[config.mk]
export PLATFORM = sky130hd
export DESIGN_NAME = serial_comp_ctrl
export DESIGN_NICKNAME = d
export VERILOG_FILES = /design/src/rtl/serial_comp_ctrl.sv
export SDC_FILE = /design/constraint.sdc
export NUM_CORES = 1
export LEC_CHECK = 0
export ABC_CLOCK_PERIOD_IN_PS = 1800
export BUFFER_PORTS_ARGS = -buffer_cell sky130_fd_sc_hd__buf_2
export CAP_MARGIN = 10
export CORE_MARGIN = 4
export CORE_UTILIZATION = 52
export CTS_BUF_LIST = sky130_fd_sc_hd__clkbuf_8
export DETAILED_ROUTE_END_ITERATION = 8
export GPL_TIMING_DRIVEN = 0
export MAX_ROUTING_LAYER = met4
export PLACE_DENSITY_LB_ADDON = 0.25
export SLEW_MARGIN = 20
export SYNTH_ARGS = -nofsm -noshare
export SYNTH_HDL_FRONTEND = slang
export SYNTH_SLANG_ARGS = --single-unit
[constraint.sdc]
create_clock -name clk -period 1.8 [get_ports clk]
set_clock_uncertainty 0.15 [all_clocks]
set_input_delay 0 -clock clk [delete_from_list [all_inputs] [get_ports clk]]
set_output_delay 0 -clock clk [all_outputs]
set_load 0.01 [all_outputs]
[src/rtl/serial_comp_ctrl.sv]
// serial_comp_ctrl
//   Compares two WIDTH-bit unsigned words by time-sharing one external 1-bit
//   equality comparator. One bit pair per cycle is presented MSB first on
//   cmp_x/cmp_y, and the comparator's answer cmp_z is folded into a
//   word-level eq/gt/lt result.
//
//   Optional build macro: SERIAL_COMP_EARLY_EXIT_EN
//     defined   -> the first mismatching bit ends the compare at that edge
//     undefined -> every compare runs the full WIDTH cycles
//
// Ports
//   clk    : rising-edge clock
//   rst    : synchronous active-high reset
//   start  : request; only accepted while busy=0
//   a, b   : operands, captured on the accepting edge
//   busy   : high while bit pairs are being compared
//   done   : one-cycle pulse, eq/gt/lt valid from this cycle
//   eq/gt/lt : word-level result, held until the next done
//   cmp_x  : bit of A to the shared comparator
//   cmp_y  : bit of B to the shared comparator
//   cmp_z  : comparator answer (1 when cmp_x == cmp_y), same cycle
module serial_comp_ctrl #(
    parameter int unsigned WIDTH = 8
) (
    input  logic             clk,
    input  logic             rst,
    input  logic             start,
    input  logic [WIDTH-1:0] a,
    input  logic [WIDTH-1:0] b,
    output logic             busy,
    output logic             done,
    output logic             eq,
    output logic             gt,
    output logic             lt,
    output logic             cmp_x,
    output logic             cmp_y,
    input  logic             cmp_z
);

    localparam int unsigned CW = (WIDTH > 1) ? $clog2(WIDTH) : 1;

    typedef enum logic [1:0] {
        IDLE,
        CMP,
        DONE
    } state_t;

    state_t         state;
    state_t         state_nxt;

    logic [WIDTH-1:0] sa;
    logic [WIDTH-1:0] sb;
    logic [CW-1:0]    cnt;
    logic             mm;
    logic             rel;

    logic             load;
    logic             step;
    logic             finish;
    logic             mm_nxt;
    logic             rel_nxt;
    logic             first_diff;

    // First mismatch only; later comparator answers are ignored.
    assign first_diff = ~cmp_z & ~mm;

    always_comb begin
        state_nxt = state;
        busy      = 1'b0;
        done      = 1'b0;
        cmp_x     = 1'b0;
        cmp_y     = 1'b0;
        load      = 1'b0;
        step      = 1'b0;
        finish    = 1'b0;
        mm_nxt    = mm;
        rel_nxt   = rel;

        case (state)
            IDLE: begin
                if (start) begin
                    load      = 1'b1;
                    state_nxt = CMP;
                end
            end

            CMP: begin
                busy  = 1'b1;
                cmp_x = sa[WIDTH-1];
                cmp_y = sb[WIDTH-1];
                step  = 1'b1;
                if (first_diff) begin
                    mm_nxt  = 1'b1;
                    rel_nxt = sa[WIDTH-1];
                end
`ifdef SERIAL_COMP_EARLY_EXIT_EN
                if ((cnt == '0) || first_diff) begin
`else
                if (cnt == '0) begin
`endif
                    finish    = 1'b1;
                    state_nxt = DONE;
                end
            end

            DONE: begin
                done = 1'b1;
                if (start) begin
                    load      = 1'b1;
                    state_nxt = CMP;
                end else begin
                    state_nxt = IDLE;
                end
            end

            default: state_nxt = IDLE;
        endcase
    end

    always_ff @(posedge clk) begin
        if (rst) begin
            state <= IDLE;
        end else begin
            state <= state_nxt;
        end
    end

    always_ff @(posedge clk) begin
        if (rst) begin
            sa  <= '0;
            sb  <= '0;
            cnt <= '0;
            mm  <= 1'b0;
            rel <= 1'b0;
            eq  <= 1'b0;
            gt  <= 1'b0;
            lt  <= 1'b0;
        end else begin
            if (load) begin
                sa  <= a;
                sb  <= b;
                cnt <= CW'(WIDTH - 1);
                mm  <= 1'b0;
                rel <= 1'b0;
            end else if (step) begin
                sa  <= sa << 1;
                sb  <= sb << 1;
                cnt <= cnt - 1'b1;
                mm  <= mm_nxt;
                rel <= rel_nxt;
            end
            // Result uses this cycle's mismatch decision so an early exit
            // on the deciding bit still reports it.
            if (finish) begin
                eq <= ~mm_nxt;
                gt <= mm_nxt & rel_nxt;
                lt <= mm_nxt & ~rel_nxt;
            end
        end
    end

endmodule

==> impl_metrics.xml, run 1 <==
<?xml version="1.0" encoding="UTF-8"?>
<metrics>
  <group name="run_status">
    <metric name="status" unit="">complete, no violations</metric>
  </group>
  <group name="synthesis">
    <metric name="syn_inst" unit="">126</metric>
    <metric name="yosys_register_bits" unit="">26</metric>
    <metric name="seq_area_frac_synth" unit="%">46.1</metric>
    <metric name="netlist.top_cell.by_area" unit="">sky130_fd_sc_hd__dfxtp_1</metric>
    <metric name="synthesis.area_per_instance" unit="sq um">8.97</metric>
    <metric name="synthesis.yosys.warnings" unit="">0</metric>
    <metric name="synth_top_cells_by_count" unit="">sky130_fd_sc_hd__dfxtp_1 (26), sky130_fd_sc_hd__a21oi_1 (17), sky130_fd_sc_hd__nand3_1 (14), sky130_fd_sc_hd__a22oi_1 (12), sky130_fd_sc_hd__nor3_1 (6)</metric>
    <metric name="synth-edff-count" unit="">0</metric>
    <metric name="synth_top_flop_cell" unit="">sky130_fd_sc_hd__dfxtp_1</metric>
    <metric name="synth_largest_type_area_fraction" unit="%">46.1</metric>
    <metric name="post-synth-top-count-cell" unit="">sky130_fd_sc_hd__dfxtp_1</metric>
    <metric name="synthesis.area" unit="sq um">1130</metric>
    <metric name="synth-async-reset-ratio" unit="%">0</metric>
    <metric name="synth.lib_cells_used.distinct" unit="">29</metric>
    <metric name="synth_fp_nets" unit="">148</metric>
    <metric name="synth_area_leaders" unit="">sky130_fd_sc_hd__dfxtp_1 (46%), sky130_fd_sc_hd__a22oi_1 (8.0%), sky130_fd_sc_hd__a21oi_1 (7.5%), sky130_fd_sc_hd__nand3_1 (6.2%), sky130_fd_sc_hd__buf_6 (3.0%)</metric>
  </group>
  <group name="finish">
    <metric name="layout.filler_cells" unit="">165</metric>
    <metric name="area.growth.synth_to_final" unit="%">34.9</metric>
    <metric name="stdcell_count" unit="">200</metric>
    <metric name="final_layout_size_suffix_gt1_share" unit="%">23.1</metric>
    <metric name="fin_nets" unit="">196</metric>
    <metric name="finalCoreUtilization" unit="%">75.4</metric>
    <metric name="final_cell_area" unit="sq um">1520</metric>
    <metric name="antenna_cells" unit="">0</metric>
  </group>
  <group name="global_routing">
    <metric name="grtUsageMet3" unit="%">2.45</metric>
    <metric name="via_count_of_the_first_global_routing_pass" unit="">1083</metric>
    <metric name="global_route.usage.total" unit="%">22.9</metric>
    <metric name="met2_usage" unit="%">39.8</metric>
    <metric name="use_met1" unit="%">26.5</metric>
    <metric name="grt_first_pass_wirelength" unit="microns">4730</metric>
    <metric name="initial_antenna_violation_count" unit="">0</metric>
    <metric name="grt_max_degree" unit="">15</metric>
    <metric name="grt_overflow_total" unit="">0</metric>
    <metric name="grt-busiest-layer" unit="">met2</metric>
  </group>
  <group name="setup_path">
    <metric name="reg2reg_depth" unit="">5</metric>
    <metric name="timing.critical_path.fanout_max" unit="">10</metric>
    <metric name="worst_setup_path_endpoint" unit="">cmp_x</metric>
    <metric name="rr_endpoint" unit="">eq</metric>
    <metric name="arrival_time_of_the_worst_setup_path" unit="ns">1.45</metric>
    <metric name="worst_path_max_delay_cell" unit="">sky130_fd_sc_hd__dfxtp_1</metric>
    <metric name="setup.worst_path.class" unit="">reg -&gt; out</metric>
    <metric name="critPathLaunch" unit="">state[0]</metric>
    <metric name="data_required_time_at_the_worst_endpoint" unit="ns">1.65</metric>
    <metric name="critical-path-top-cell-by-count" unit="">sky130_fd_sc_hd__buf_6</metric>
    <metric name="crit_path_max_incr_delay" unit="ns">0.43</metric>
    <metric name="worstReg2RegStart" unit="">cnt[0]</metric>
    <metric name="r2r_setup_slack" unit="ns">0.33</metric>
    <metric name="crit_chain" unit="">nand2b_1 -&gt; buf_6 -&gt; inv_4 -&gt; buf_6 -&gt; and2_1 -&gt; buf_2</metric>
    <metric name="crit_path_end_kind" unit="">output port</metric>
    <metric name="crit_path_start_kind" unit="">register</metric>
  </group>
  <group name="floorplan">
    <metric name="die_area" unit="sq um">2980</metric>
    <metric name="dieHeight" unit="microns">54.6</metric>
    <metric name="initial_utilization" unit="%">55.9</metric>
    <metric name="core_box_area" unit="sq um">2020</metric>
    <metric name="std_cell_rows" unit="">16</metric>
    <metric name="i_o_pins" unit="">27</metric>
    <metric name="dieWidth" unit="microns">54.6</metric>
  </group>
  <group name="detailed_routing">
    <metric name="drc" unit="">0</metric>
    <metric name="wl" unit="microns">2900</metric>
    <metric name="route.vias.total" unit="">1142</metric>
    <metric name="drt_pass1_iterations" unit="">4</metric>
    <metric name="drt_iter0_markers" unit="">33</metric>
    <metric name="drt-wirelength-per-cell" unit="microns">14.5</metric>
    <metric name="route.antenna.remaining_nets" unit="">0</metric>
    <metric name="viasPerCell" unit="">5.71</metric>
  </group>
  <group name="placement">
    <metric name="placedInstanceArea" unit="sq um">1290</metric>
    <metric name="hpwlAfterDp" unit="microns">1810</metric>
    <metric name="placedCellCount" unit="">178</metric>
    <metric name="placement.io_buffers" unit="">25</metric>
    <metric name="placer_congestion_estimate" unit="">0.832</metric>
  </group>
  <group name="cts">
    <metric name="cts_tree" unit="">built</metric>
    <metric name="number_of_setup_buffers_added_after_cts" unit="">0</metric>
    <metric name="cts-buffers-inserted" unit="">3</metric>
    <metric name="cts.htree.levels" unit="">1</metric>
    <metric name="root_buffer_cell" unit="">sky130_fd_sc_hd__clkbuf_8</metric>
    <metric name="clock_latency_reported_for_the_late_side_of_the_worst_skew_pair" unit="ns">0.27</metric>
    <metric name="cts.reportedPaths.clkPinSlew" unit="ns">0.09</metric>
    <metric name="max_clock_buf_depth" unit="">2</metric>
    <metric name="cts_num_sinks" unit="">26</metric>
  </group>
  <group name="flow_run">
    <metric name="max_capacitance_violation_count" unit="">0</metric>
  </group>
  <group name="sta">
    <metric name="hold_viol" unit="">0</metric>
    <metric name="period_minus_slack" unit="ns">1.60</metric>
    <metric name="drv_slew" unit="">0</metric>
    <metric name="grt_setup_unrepaired" unit="">false</metric>
    <metric name="timing_worst_slew_pin_value" unit="ns">0.476</metric>
    <metric name="fin_crit_sh" unit="%">88.8</metric>
    <metric name="fmax" unit="MHz">626</metric>
    <metric name="max-slew-margin-rel" unit="%">68.3</metric>
    <metric name="setup_viol" unit="">0</metric>
    <metric name="fin_tns_setup" unit="ns">0</metric>
  </group>
  <group name="power">
    <metric name="power.ir.vdd_worst" unit="uV">512</metric>
    <metric name="leakage" unit="nW">0.623</metric>
    <metric name="total_power_of_the_final_layout" unit="mW">1.28</metric>
    <metric name="power-per-cell-area" unit="nW/um^2">842</metric>
  </group>
  <group name="worst_hold_path">
    <metric name="hp-class" unit="">in -&gt; reg</metric>
  </group>
</metrics>
## kinds of logic (layout without fill, tap and decap cells)
group | count (synthesis) | in the layout | share of synthesized area [%]
buffers and inverters | 16 | 63 | 8.53
DFF | 26 | 26 | 46.1
adders and majority gates | 2 | 2 | 2.21
AOI/OAI and AO/OA | 39 | 39 | 21.6
muxes | 1 | 1 | 0.886
and+or+nand+nor | 42 | 42 | 20.7
## worst min-delay path by stage
stage	start	to	slack (ns)	cells past startpoint
floorplan	a[0]	sa[0]	-0.01	2
global placement	b[0]	sb[0]	0.09	3
detailed placement	a[0]	sa[0]	0.10	3
CTS	start	sb[7]	0.06	5
global route	start	sa[1]	0.11	5
finish	start	sa[0]	0.07	5
## cells in the final DEF, fill, tap and decap left out
cell and count:
sky130_fd_sc_hd__and2_1 2, sky130_fd_sc_hd__buf_6 3, sky130_fd_sc_hd__and4bb_2 1, sky130_fd_sc_hd__a22oi_1 12, sky130_fd_sc_hd__inv_4 1, sky130_fd_sc_hd__nor3_2 1
sky130_fd_sc_hd__nand3b_1 1, sky130_fd_sc_hd__nand4bb_1 1, sky130_fd_sc_hd__nor2b_1 2, sky130_fd_sc_hd__a311oi_1 2, sky130_fd_sc_hd__nand3_1 14, sky130_fd_sc_hd__buf_2 28
sky130_fd_sc_hd__mux2i_1 1, sky130_fd_sc_hd__clkbuf_8 4, sky130_fd_sc_hd__clkbuf_1 3, sky130_fd_sc_hd__o21ai_0 2, sky130_fd_sc_hd__or3_1 1, sky130_fd_sc_hd__a21oi_1 17
sky130_fd_sc_hd__nor3_1 6, sky130_fd_sc_hd__nand2_1 5, sky130_fd_sc_hd__ha_1 2, sky130_fd_sc_hd__dfxtp_1 26, sky130_fd_sc_hd__dlygate4sd3_1 18, sky130_fd_sc_hd__inv_1 4
sky130_fd_sc_hd__o22ai_1 2, sky130_fd_sc_hd__buf_4 2, sky130_fd_sc_hd__a211oi_1 3, sky130_fd_sc_hd__nor4b_1 1, sky130_fd_sc_hd__nor2_1 4, sky130_fd_sc_hd__a31oi_1 1
sky130_fd_sc_hd__nand2b_1 3
## final cells by class
type | instances | area (sq um) | area share [%]
buffer | 11 | 75.1 | 4.93
clock buffer | 4 | 55.1 | 3.61
inverter | 5 | 21.3 | 1.40
multi-input combinational | 84 | 513 | 33.7
sequential | 26 | 520 | 34.2
tap | 27 | 33.8 | 2.22
timing repair buffer | 43 | 305 | 20.0
## registers in the layout (all words and copies together) (netlist names)
name and count:
sa 8, sb 8, cnt 3, state 2
eq 1, gt 1, lt 1, mm 1
rel 1
## worst max-delay path: cells and delay by family, from the launching register on
| kind | cells | cell delay, ns |
|---|---|---|
| buf+inv | 4 | 0.51 |
| simple gates | 2 | 0.23 |
| flops | 1 | 0.43 |
## timing repair
item                      in CTS  in global routing
hold endpoints to repair      21                  0
hold buffers                  18                  0
resized for setup              0                  0
## stage by stage
step	hold WS, ns	setup WS (ns)
after global placement	0.0935	0.398
after floorplan	-0.0140	0.485
after CTS	0.0581	0.204
after detailed placement	0.104	0.362
after global routing	0.109	0.138
final	0.0703	0.202
## power by group
group / internal, mW / total (mW) / switching (mW)
clock network: 0.196 / 0.375 / 0.179
logic: 0.126 / 0.259 / 0.133
registers: 0.620 / 0.650 / 0.0297
total: 0.942 / 1.28 / 0.341
## per-layer routing
layer / vias up / part of all wire, %
li1: 555 / -
met1: 535 / 41
met2: 45 / 52
met3: 7 / 6.0
met4: 0 / 1.7
met5: - / 0
No activity file was read; power rests on OpenSTA's default activity.
==> run 2: changes to the inputs <==
--- a/config.mk
+++ b/config.mk
@@ -9,7 +9,7 @@
 export BUFFER_PORTS_ARGS = -buffer_cell sky130_fd_sc_hd__buf_2
 export CAP_MARGIN = 10
 export CORE_MARGIN = 4
-export CORE_UTILIZATION = 52
+export CORE_UTILIZATION = 54
 export CTS_BUF_LIST = sky130_fd_sc_hd__clkbuf_8
 export DETAILED_ROUTE_END_ITERATION = 8
 export GPL_TIMING_DRIVEN = 0
==> run 2 against run 1 <==
Clock-buffer cell count shrank 1. Clock power shrank 15%. Routed wire length shrank 5.7%. Critical path type unchanged. Critical path depth is the same. Utilization grew 0.32 points. First-iteration DRC count shrank 21%. Sequential cell count is the same. Sequential share of layout area grew 0.54 points.
==> impl_metrics.xml, run 2 (synthesis results as in run 1) <==
<?xml version="1.0" encoding="UTF-8"?>
<metrics>
  <group name="finish">
    <metric name="most_common_library_cell_in_the_layout_ignoring_fill_and_taps" unit="">sky130_fd_sc_hd__buf_2</metric>
    <metric name="final_layout_size_suffix_gt1_share" unit="%">22.8</metric>
    <metric name="reg.largest.list" unit="">sa: 8 flops, sb: 8 flops, cnt: 3 flops</metric>
    <metric name="top_library_cells_by_usage_in_the_layout_fill_and_taps_aside" unit="">sky130_fd_sc_hd__buf_2 (28), sky130_fd_sc_hd__dfxtp_1 (26), sky130_fd_sc_hd__a21oi_1 (17), sky130_fd_sc_hd__dlygate4sd3_1 (17), sky130_fd_sc_hd__nand3_1 (14)</metric>
    <metric name="sequential_cell_area" unit="sq um">520</metric>
    <metric name="final_cell_area" unit="sq um">1500</metric>
    <metric name="layout.filler_cells" unit="">150</metric>
    <metric name="multi_input_area" unit="sq um">513</metric>
    <metric name="fin_nets" unit="">195</metric>
    <metric name="antenna_cells" unit="">0</metric>
    <metric name="area.growth.synth_to_final" unit="%">32.8</metric>
  </group>
  <group name="worst_hold_path">
    <metric name="hp-class" unit="">in -&gt; reg</metric>
  </group>
  <group name="cts">
    <metric name="cts_hold_buf" unit="">17</metric>
    <metric name="cts.htree.levels" unit="">1</metric>
    <metric name="cts-buffers-inserted" unit="">3</metric>
    <metric name="root_buffer_cell" unit="">sky130_fd_sc_hd__clkbuf_8</metric>
    <metric name="clock_latency_reported_for_the_late_side_of_the_worst_skew_pair" unit="ns">0.26</metric>
    <metric name="post_cts.resized_instances" unit="">0</metric>
    <metric name="cts_num_sinks" unit="">26</metric>
    <metric name="cts.reportedPaths.clkPinSlew" unit="ns">0.08</metric>
    <metric name="number_of_setup_buffers_added_after_cts" unit="">0</metric>
    <metric name="cts_tree" unit="">built</metric>
    <metric name="max_clock_buf_depth" unit="">2</metric>
  </group>
  <group name="power">
    <metric name="switching_share" unit="%">26.8</metric>
    <metric name="netSwitchingPower" unit="uW">328</metric>
    <metric name="power.ir.vdd_worst" unit="uV">671</metric>
    <metric name="power.share.clock" unit="%">25.9</metric>
    <metric name="leakage" unit="nW">0.612</metric>
    <metric name="total_power_of_the_final_layout" unit="mW">1.22</metric>
    <metric name="seqPwrFrac" unit="%">53.2</metric>
    <metric name="power-per-cell-area" unit="nW/um^2">815</metric>
    <metric name="power.internal" unit="uW">895</metric>
    <metric name="pwr-share-comb" unit="%">20.8</metric>
  </group>
  <group name="placement">
    <metric name="placement.io_buffers" unit="">25</metric>
    <metric name="placer_congestion_estimate" unit="">0.749</metric>
    <metric name="hpwlAfterDp" unit="microns">1790</metric>
    <metric name="preCtsSetupSlack" unit="ns">0.380</metric>
    <metric name="placedInstanceArea" unit="sq um">1290</metric>
  </group>
  <group name="setup_path">
    <metric name="crit_chain" unit="">nand2b_1 -&gt; buf_6 -&gt; inv_4 -&gt; buf_6 -&gt; and2_1 -&gt; buf_2</metric>
    <metric name="worst_path_max_delay_cell" unit="">sky130_fd_sc_hd__dfxtp_1</metric>
    <metric name="arrival_time_of_the_worst_setup_path" unit="ns">1.42</metric>
    <metric name="critical-path-top-cell-by-count" unit="">sky130_fd_sc_hd__buf_6</metric>
    <metric name="crit_path_start_kind" unit="">register</metric>
    <metric name="setup.worst_path.class" unit="">reg -&gt; out</metric>
    <metric name="crit_path_max_incr_delay" unit="ns">0.44</metric>
    <metric name="crit_path_end_kind" unit="">output port</metric>
    <metric name="timing.critical_path.fanout_max" unit="">10</metric>
    <metric name="data_required_time_at_the_worst_endpoint" unit="ns">1.65</metric>
  </group>
  <group name="global_routing">
    <metric name="grt_first_pass_wirelength" unit="microns">4800</metric>
    <metric name="grt_max_degree" unit="">14</metric>
    <metric name="grt_overflow_total" unit="">0</metric>
    <metric name="initial_antenna_violation_count" unit="">0</metric>
    <metric name="via_count_of_the_first_global_routing_pass" unit="">1114</metric>
    <metric name="global_route.usage.total" unit="%">23.3</metric>
  </group>
  <group name="sta">
    <metric name="period_minus_slack" unit="ns">1.57</metric>
    <metric name="grt_setup_unrepaired" unit="">false</metric>
    <metric name="setup_viol" unit="">0</metric>
    <metric name="fin_crit_sh" unit="%">87.0</metric>
    <metric name="max-slew-margin-rel" unit="%">68.7</metric>
    <metric name="drv_slew" unit="">0</metric>
    <metric name="worst_slack" unit="ns">0.235</metric>
    <metric name="hold_viol" unit="">0</metric>
    <metric name="fin_tns_setup" unit="ns">0</metric>
    <metric name="fmax" unit="MHz">639</metric>
    <metric name="timing_worst_slew_pin_value" unit="ns">0.469</metric>
  </group>
  <group name="floorplan">
    <metric name="die_area" unit="sq um">2890</metric>
    <metric name="i_o_pins" unit="">27</metric>
    <metric name="core_box_area" unit="sq um">1980</metric>
    <metric name="dieWidth" unit="microns">53.7</metric>
    <metric name="initial_utilization" unit="%">57.0</metric>
    <metric name="std_cell_rows" unit="">16</metric>
    <metric name="dieHeight" unit="microns">53.7</metric>
  </group>
  <group name="detailed_routing">
    <metric name="drt-wirelength-per-cell" unit="microns">13.8</metric>
    <metric name="drt_iter0_markers" unit="">26</metric>
    <metric name="viasPerCell" unit="">5.57</metric>
    <metric name="route.vias.total" unit="">1103</metric>
    <metric name="wl" unit="microns">2730</metric>
    <metric name="drc" unit="">0</metric>
    <metric name="drt_pass1_iterations" unit="">4</metric>
    <metric name="route.antenna.remaining_nets" unit="">0</metric>
  </group>
  <group name="flow_run">
    <metric name="max_capacitance_violation_count" unit="">0</metric>
  </group>
  <group name="run_status">
    <metric name="status" unit="">complete, no violations</metric>
  </group>
</metrics>
[run 2: through the flow]
step / utilization, % / hold slack (ns) / instances
after detailed placement: 65.0 / 0.102 / 178
final: 75.7 / 0.0287 / 198
after floorplan: - / -0.0140 / 126
after CTS: 75.7 / 0.0103 / 198
after global placement: 65.0 / 0.0931 / 178
after global routing: 75.7 / 0.0357 / 198
[run 2: final timing paths]
path	startpoint	end	slack, ns	depth (start not counted)
max	state[0]	cmp_x	0.23	6
min	rst	gt	0.03	2
max reg2reg	cnt[0]	eq	0.34	5
min reg2reg	eq	eq	0.31	2
[run 2: worst max-delay path, delay by kind of cell, from the launching register on]
family / cells / cell delay, ns
flops: 1 / 0.44
simple gates: 2 / 0.22
buf+inv: 4 / 0.49
[run 2: cell type report]
cell class | instances | area share, %
timing repair buffer | 42 | 19.7
sequential | 26 | 34.7
inverter | 5 | 1.42
buffer | 11 | 5.00
tap | 27 | 2.25
multi-input combinational | 84 | 34.2
clock buffer | 3 | 2.75
[run 2: power by group through the flow]
stage / Combinational [mW] / Clock (mW) / Sequential [mW]
after floorplan: 0.158 / 0 / 0.657
after global placement: 0.213 / 0 / 0.660
after detailed placement: 0.222 / 0 / 0.662
after CTS: 0.251 / 0.323 / 0.650
after global routing: 0.286 / 0.349 / 0.656
final: 0.254 / 0.317 / 0.651
[run 2: per-layer routing]
layer / up-vias / global-route usage, % / wire length, microns
li1: 551 / - / -
met1: 525 / 26.5 / 1150
met2: 25 / 41.9 / 1460
met3: 2 / 5.82 / 121
met4: 0 / 2.55 / 8
met5: - / - / 0
